**src/rtl/png_chunk_chk_pkg.sv**
```systemverilog
// Shared constants, parser state encoding and the byte-wise CRC-32 step used by png_chunk_chk.
package png_chunk_chk_pkg;

  typedef enum logic [2:0] {
    StSig,
    StLen,
    StType,
    StData,
    StCrc,
    StErr,
    StDone
  } state_e;

  localparam logic [63:0] PNG_SIG   = 64'h8950_4E47_0D0A_1A0A;
  localparam logic [31:0] TYPE_IEND = 32'h4945_4E44;
  localparam logic [31:0] CRC_INIT  = 32'hFFFF_FFFF;
  localparam logic [31:0] CRC_POLY  = 32'hEDB8_8320;

  // Byte idx of the signature, idx 0 is the first byte on the wire.
  function automatic logic [7:0] sig_byte(input logic [2:0] idx);
    int unsigned sh;
    sh = 32'd8 * (32'd7 - 32'(idx));
    return PNG_SIG[sh +: 8];
  endfunction

  // Reflected CRC-32 over one byte, LSB first; register holds the un-inverted remainder.
  function automatic logic [31:0] crc32_byte(input logic [31:0] crc, input logic [7:0] data);
    logic [31:0] c;
    c = crc ^ {24'h0, data};
    for (int i = 0; i < 8; i++) begin
      c = c[0] ? ((c >> 1) ^ CRC_POLY) : (c >> 1);
    end
    return c;
  endfunction

endpackage

```
**src/rtl/png_crc32.sv**
```systemverilog
// Byte-wise CRC-32 engine: init has priority over a coincident data byte.
module png_crc32
  import png_chunk_chk_pkg::*;
(
  input  logic        clk,
  input  logic        rstn,
  input  logic        i_crc_init,
  input  logic [7:0]  i_data_in,
  input  logic        i_data_in_vld,
  output logic [31:0] o_crc_out
);

  logic [31:0] r_crc;

  always_ff @(posedge clk or negedge rstn) begin
    if (!rstn) begin
      r_crc <= CRC_INIT;
    end else if (i_crc_init) begin
      r_crc <= CRC_INIT;
    end else if (i_data_in_vld) begin
      r_crc <= crc32_byte(r_crc, i_data_in);
    end
  end

  assign o_crc_out = r_crc;

endmodule

```
**config.mk**
```make
export PLATFORM = sky130hd
export DESIGN_NAME = png_crc32
export DESIGN_NICKNAME = d
export VERILOG_FILES = /design/src/rtl/png_chunk_chk_pkg.sv /design/src/rtl/png_crc32.sv
export SDC_FILE = /design/constraint.sdc
export NUM_CORES = 1
export LEC_CHECK = 0
export BUFFER_PORTS_ARGS = -buffer_cell sky130_fd_sc_hd__buf_2
export CORE_MARGIN = 8
export CORE_UTILIZATION = 53
export CTS_CLUSTER_SIZE = 40
export DETAILED_ROUTE_END_ITERATION = 12
export GPL_TIMING_DRIVEN = 0
export PLACE_DENSITY = 0.75
export SETUP_SLACK_MARGIN = 0.4
export SYNTH_ARGS = -nofsm -noshare
export SYNTH_HDL_FRONTEND = slang
export SYNTH_SLANG_ARGS = --single-unit
```
**constraint.sdc**
```tcl
create_clock -name clk -period 2.54 [get_ports clk]
set_clock_uncertainty 0.1 [all_clocks]
set_input_delay 0.127 -clock clk [delete_from_list [all_inputs] [get_ports clk]]
set_output_delay 0.127 -clock clk [all_outputs]
set_load 0.1 [all_outputs]
```
Word level (Yosys, flattened, before mapping)

Cells that the tools add are included.

Add/sub/neg operators: 0
$mul: 0
Divide/modulo/power cells: 0
Order comparisons: 0
Equality and inequality tests: 0
Shift-type cells: 0
Muxes and demuxes: 10
Bitwise gates (word level): 9
Reduce and logical (&&, ||, !) cells: 1

Operators with widths:

| cell               | count |
|---|---|
| $mux W32           | 10 |
| $not A13 Y14       | 8 |
| $xor A32 B8 Y32    | 1 |
| $reduce_bool A2 Y1 | 1 |

Flip-flop bits (word level): 32
Latch bits: 0
Memory bits (writable): 0
Memory bits (read-only): 0
Bits of input ports: 12
Logic and storage cells: 21
Memories: 0

Logic depth before layout (Yosys ltp)

Depth in word-level cells: 19
Mapped depth: 5

Least setup slack after synthesis

Ideal clock, no wire load.

Path kind: register -> register
Start: reg r_crc[1] (netlist: o_crc_out[1])
End: reg r_crc[21] (netlist: o_crc_out[21])
Library setup time: 0.073 ns
Arrival: 2.153 ns
Required time: 2.367 ns
Setup slack: 0.214 ns
Stages on the path, launching flop included: 6
Period minus slack after synthesis: 2.326 ns
Path through: dfstp_2 -> xnor2_4 -> xnor2_4 -> xor3_2 -> xor2_1 -> a21oi_1

Longest elaborated chain between the ends: 15

Ends and longest elaborated chain:

| element                       | line                    | text |
|---|---|---|
| start: declaration            | png_crc32.sv:13         | `logic [31:0] r_crc;` |
| start signal: assignment      | png_crc32.sv:21         | `r_crc <= crc32_byte(r_crc, i_data_in);` |
| $xor A32 B8 Y32 *             | png_chunk_chk_pkg.sv:29 | `c = crc ^ {24'h0, data};` |
| $mux W32 * (2 in a row)       | png_chunk_chk_pkg.sv:31 | `c = c[0] ? ((c >> 1) ^ CRC_POLY) : (c >> 1);` |
| $not A13 Y14 (no source line) | -                       |  |
| $mux W32 * (2 in a row)       | png_chunk_chk_pkg.sv:31 |  |
| $not A13 Y14 (no source line) | -                       |  |
| $mux W32 *                    | png_chunk_chk_pkg.sv:31 |  |
| $not A13 Y14 (no source line) | -                       |  |
| $mux W32 * (2 in a row)       | png_chunk_chk_pkg.sv:31 |  |
| $not A13 Y14 (no source line) | -                       |  |
| $mux W32 *                    | png_chunk_chk_pkg.sv:31 |  |
| $mux W32 *                    | png_crc32.sv:20         | `end else if (i_data_in_vld) begin` |
| $mux W32 *                    | png_crc32.sv:18         | `end else if (i_crc_init) begin` |

Every way passes the cells marked *; elsewhere a longest branch is shown, timed or not. The select of a mux whose other input is x is not followed.
A chain may end at the register's enable or synchronous reset.

Final worst setup path

Start: reg r_crc[4] (netlist: o_crc_out[4])
End: reg r_crc[20] (netlist: o_crc_out[20])

Longest elaborated chain between the ends: 13

Ends and longest elaborated chain:

| element                       | line |
|---|---|
| $xor A32 B8 Y32 *             | png_chunk_chk_pkg.sv:29 |
| $mux W32 * (6 in a row)       | png_chunk_chk_pkg.sv:31 |
| $not A13 Y14 (no source line) | - |
| $mux W32 *                    | png_chunk_chk_pkg.sv:31 |
| $not A13 Y14 (no source line) | - |
| $mux W32 *                    | png_chunk_chk_pkg.sv:31 |
| $mux W32 *                    | png_crc32.sv:20 |
| $mux W32 *                    | png_crc32.sv:18 |

Marks and branches as above.

==> results.json <==
{
  "outcome": "finished clean",
  "hold_buffers": 0,
  "h-tree-depth": 2,
  "grt_setup_unrepaired": "yes",
  "clk_pin_slew_worst_paths_ps": 70,
  "min_period_ps": 2070,
  "num_vias": 1504,
  "syn_inst": 192,
  "first_pass_iters": 4,
  "yosys.area_share.simple_pct": 11.1,
  "wl_per_cell_um": 16.9,
  "synth_mux_area_share_pct": 0,
  "cp_max_fo": 4,
  "antenna_found_initial": 0,
  "synth.distinct_cells": 20,
  "layout_commonest_cell": "buf_2",
  "grt_overflow": 0,
  "vias_per_cell": 5.15,
  "start_util_pct": 55.9,
  "grt_max_degree": 33,
  "drc": 0,
  "io_buffers": 42,
  "dieArea_um2": 6180,
  "tns_ps": 0,
  "antennaDiodeCount": 0,
  "core_region_area_um2": 3720,
  "place_area_um2": 2400,
  "cp.arrival_ps": 2160,
  "cts.sinks": 32,
  "cp.required_ps": 2630,
  "synthAdderAreaFrac_pct": 0,
  "synth_xor_xnor_area_share_pct": 36.4,
  "fp.dieH_um": 78.6,
  "synth_top_family_by_area": "XOR/XNOR gates",
  "final_cell_mix": "buf_2 (42), xnor2_1 (31), a21oi_1 (27)",
  "relSlewSlack_pct": 52.8,
  "die_x_um": 78.6,
  "clk_latency_ps": 280,
  "wl_um": 4950,
  "maxCapViolCount": 0,
  "drtAntennaViolNets": 0,
  "fin_nets": 255,
  "cp-end-kind": "flop",
  "worstSetupPathType": "reg2reg",
  "finalCritPeriodShare_pct": 81.5,
  "hold_violations": 0,
  "synth_area_um2": 2080,
  "io_pins": 44,
  "drtIter0Drc": 70,
  "dpl.hpwl_um": 3630,
  "setup_violations": 0,
  "cts.path.max_buffers": 2,
  "drive_gt1_share_pct": 45.9,
  "largest_register_ffs": 32,
  "grt_pass1_vias": 1574,
  "drv_slew": 0,
  "synth_nets": 204,
  "worstMarginPinSlew_ps": 707,
  "grt_pass1_wl_um": 7970,
  "rows": 22,
  "syn_to_final_growth_pct": 22.5,
  "fin_area_um2": 2540,
  "tritoncts.num_buffers": 5,
  "synth_compound_area_share_pct": 10.3,
  "yosys_register_bits": 32,
  "seq_area_frac_synth_pct": 40.5,
  "ys_warn_count": 0,
  "hold_path.class": "in2reg",
  "grtUsageTotal_pct": 16.3,
  "utilization_pct": 68.5,
  "start_kind": "flop",
  "cts_tree": "yes",
  "globalplace.congestion": 0.801,
  "clock.fmax_mhz": 483,
  "cts_root_buffer": "clkbuf_8",
  "synth.avg_cell_area_um2": 10.8
}
## synthesized netlist by cell type
master    instances  area share [%]
xnor2_1          33              14
a211o_1           5             2.1
clkbuf_1          7             1.3
xor2_1           18             7.6
nor2_1           17             3.1
inv_1             1            0.18
xnor2_2          11             8.6
or2_2            14             4.2
dfstp_2          32              40
xnor2_4           3             4.0
and2_1            2            0.60
nor2b_1           5             1.5
a21oi_1          27             6.5
buf_1             2            0.36
o21ai_1           1            0.24
xnor3_1           1             1.1
nor3_1            7             1.7
o21ai_0           3            0.72
o31ai_1           2            0.72
xor3_2            1             1.2
## cell families (layout without fill, tap and decap cells)
kind of cell / Yosys count / after routing
buffers and inverters: 10 / 62
AND/OR/NAND/NOR: 45 / 45
AO/OA/AOI/OAI: 38 / 38
flip-flops: 32 / 32
XOR/XNOR: 67 / 67
## what timing repair did
| action | CTS | global route |
|---|---|---|
| endpoints found under the setup margin | 2 | 6 |
| buffers inserted | 0 | 2 |
| resized for setup | 2 | 3 |
| pin swaps | 0 | 1 |
## final cells by class
cell class              instances  area [um^2]
plain buffers                   9         33.8
clock buffers                   8         80.1
fillers                       298         1170
inverters                       1         3.75
multi-input cells             150         1270
flip-flops and latches         32          871
well taps                      48         60.1
repair buffers                 44          225
## path summary, 6_finish.rpt
kind,start,cells after the start,slack (ps),end
hold / removal,i_crc_init,3,100,o_crc_out[21]$_DFFE_PN1P_
setup reg to reg,o_crc_out[4]$_DFFE_PN1P_,5,470,o_crc_out[20]$_DFFE_PN1P_
max in group asynchronous,rstn,1,2130,o_crc_out[11]$_DFFE_PN1P_
hold reg to reg,o_crc_out[31]$_DFFE_PN1P_,2,450,o_crc_out[23]$_DFFE_PN1P_
setup / recovery,o_crc_out[4]$_DFFE_PN1P_,5,470,o_crc_out[20]$_DFFE_PN1P_
min in group asynchronous,rstn,1,170,o_crc_out[24]$_DFFE_PN1P_
## stage by stage
step	setup slack (ps)	instances	hold slack, ps
6_report	470	292	96.8
5_1_grt	342	292	137
4_1_cts	409	290	99.6
3_5_place_dp	410	282	386
3_3_place_gp	415	282	380
2_1_floorplan	366	192	-121
## critical path, cell delays in order (launching register included)
cell	delay (ps)
dfstp_4	630
xnor2_2	160
xnor2_1	430
xnor2_1	220
and2_1	200
o31ai_1	240
## layer usage
metal	wire (um)	up-vias	part of all wire (%)	GRT usage, %
met2	2400	41	48	27.6
met3	317	5	6.4	4.56
met5	0	-	0	0
met4	48	0	0.97	5.19
met1	2180	730	44	19.6
li1	-	728	-	-
Power is left out: the tool's default activity adds up to more than one toggle a clock period on the data nets, which glitch-free logic cannot reach.
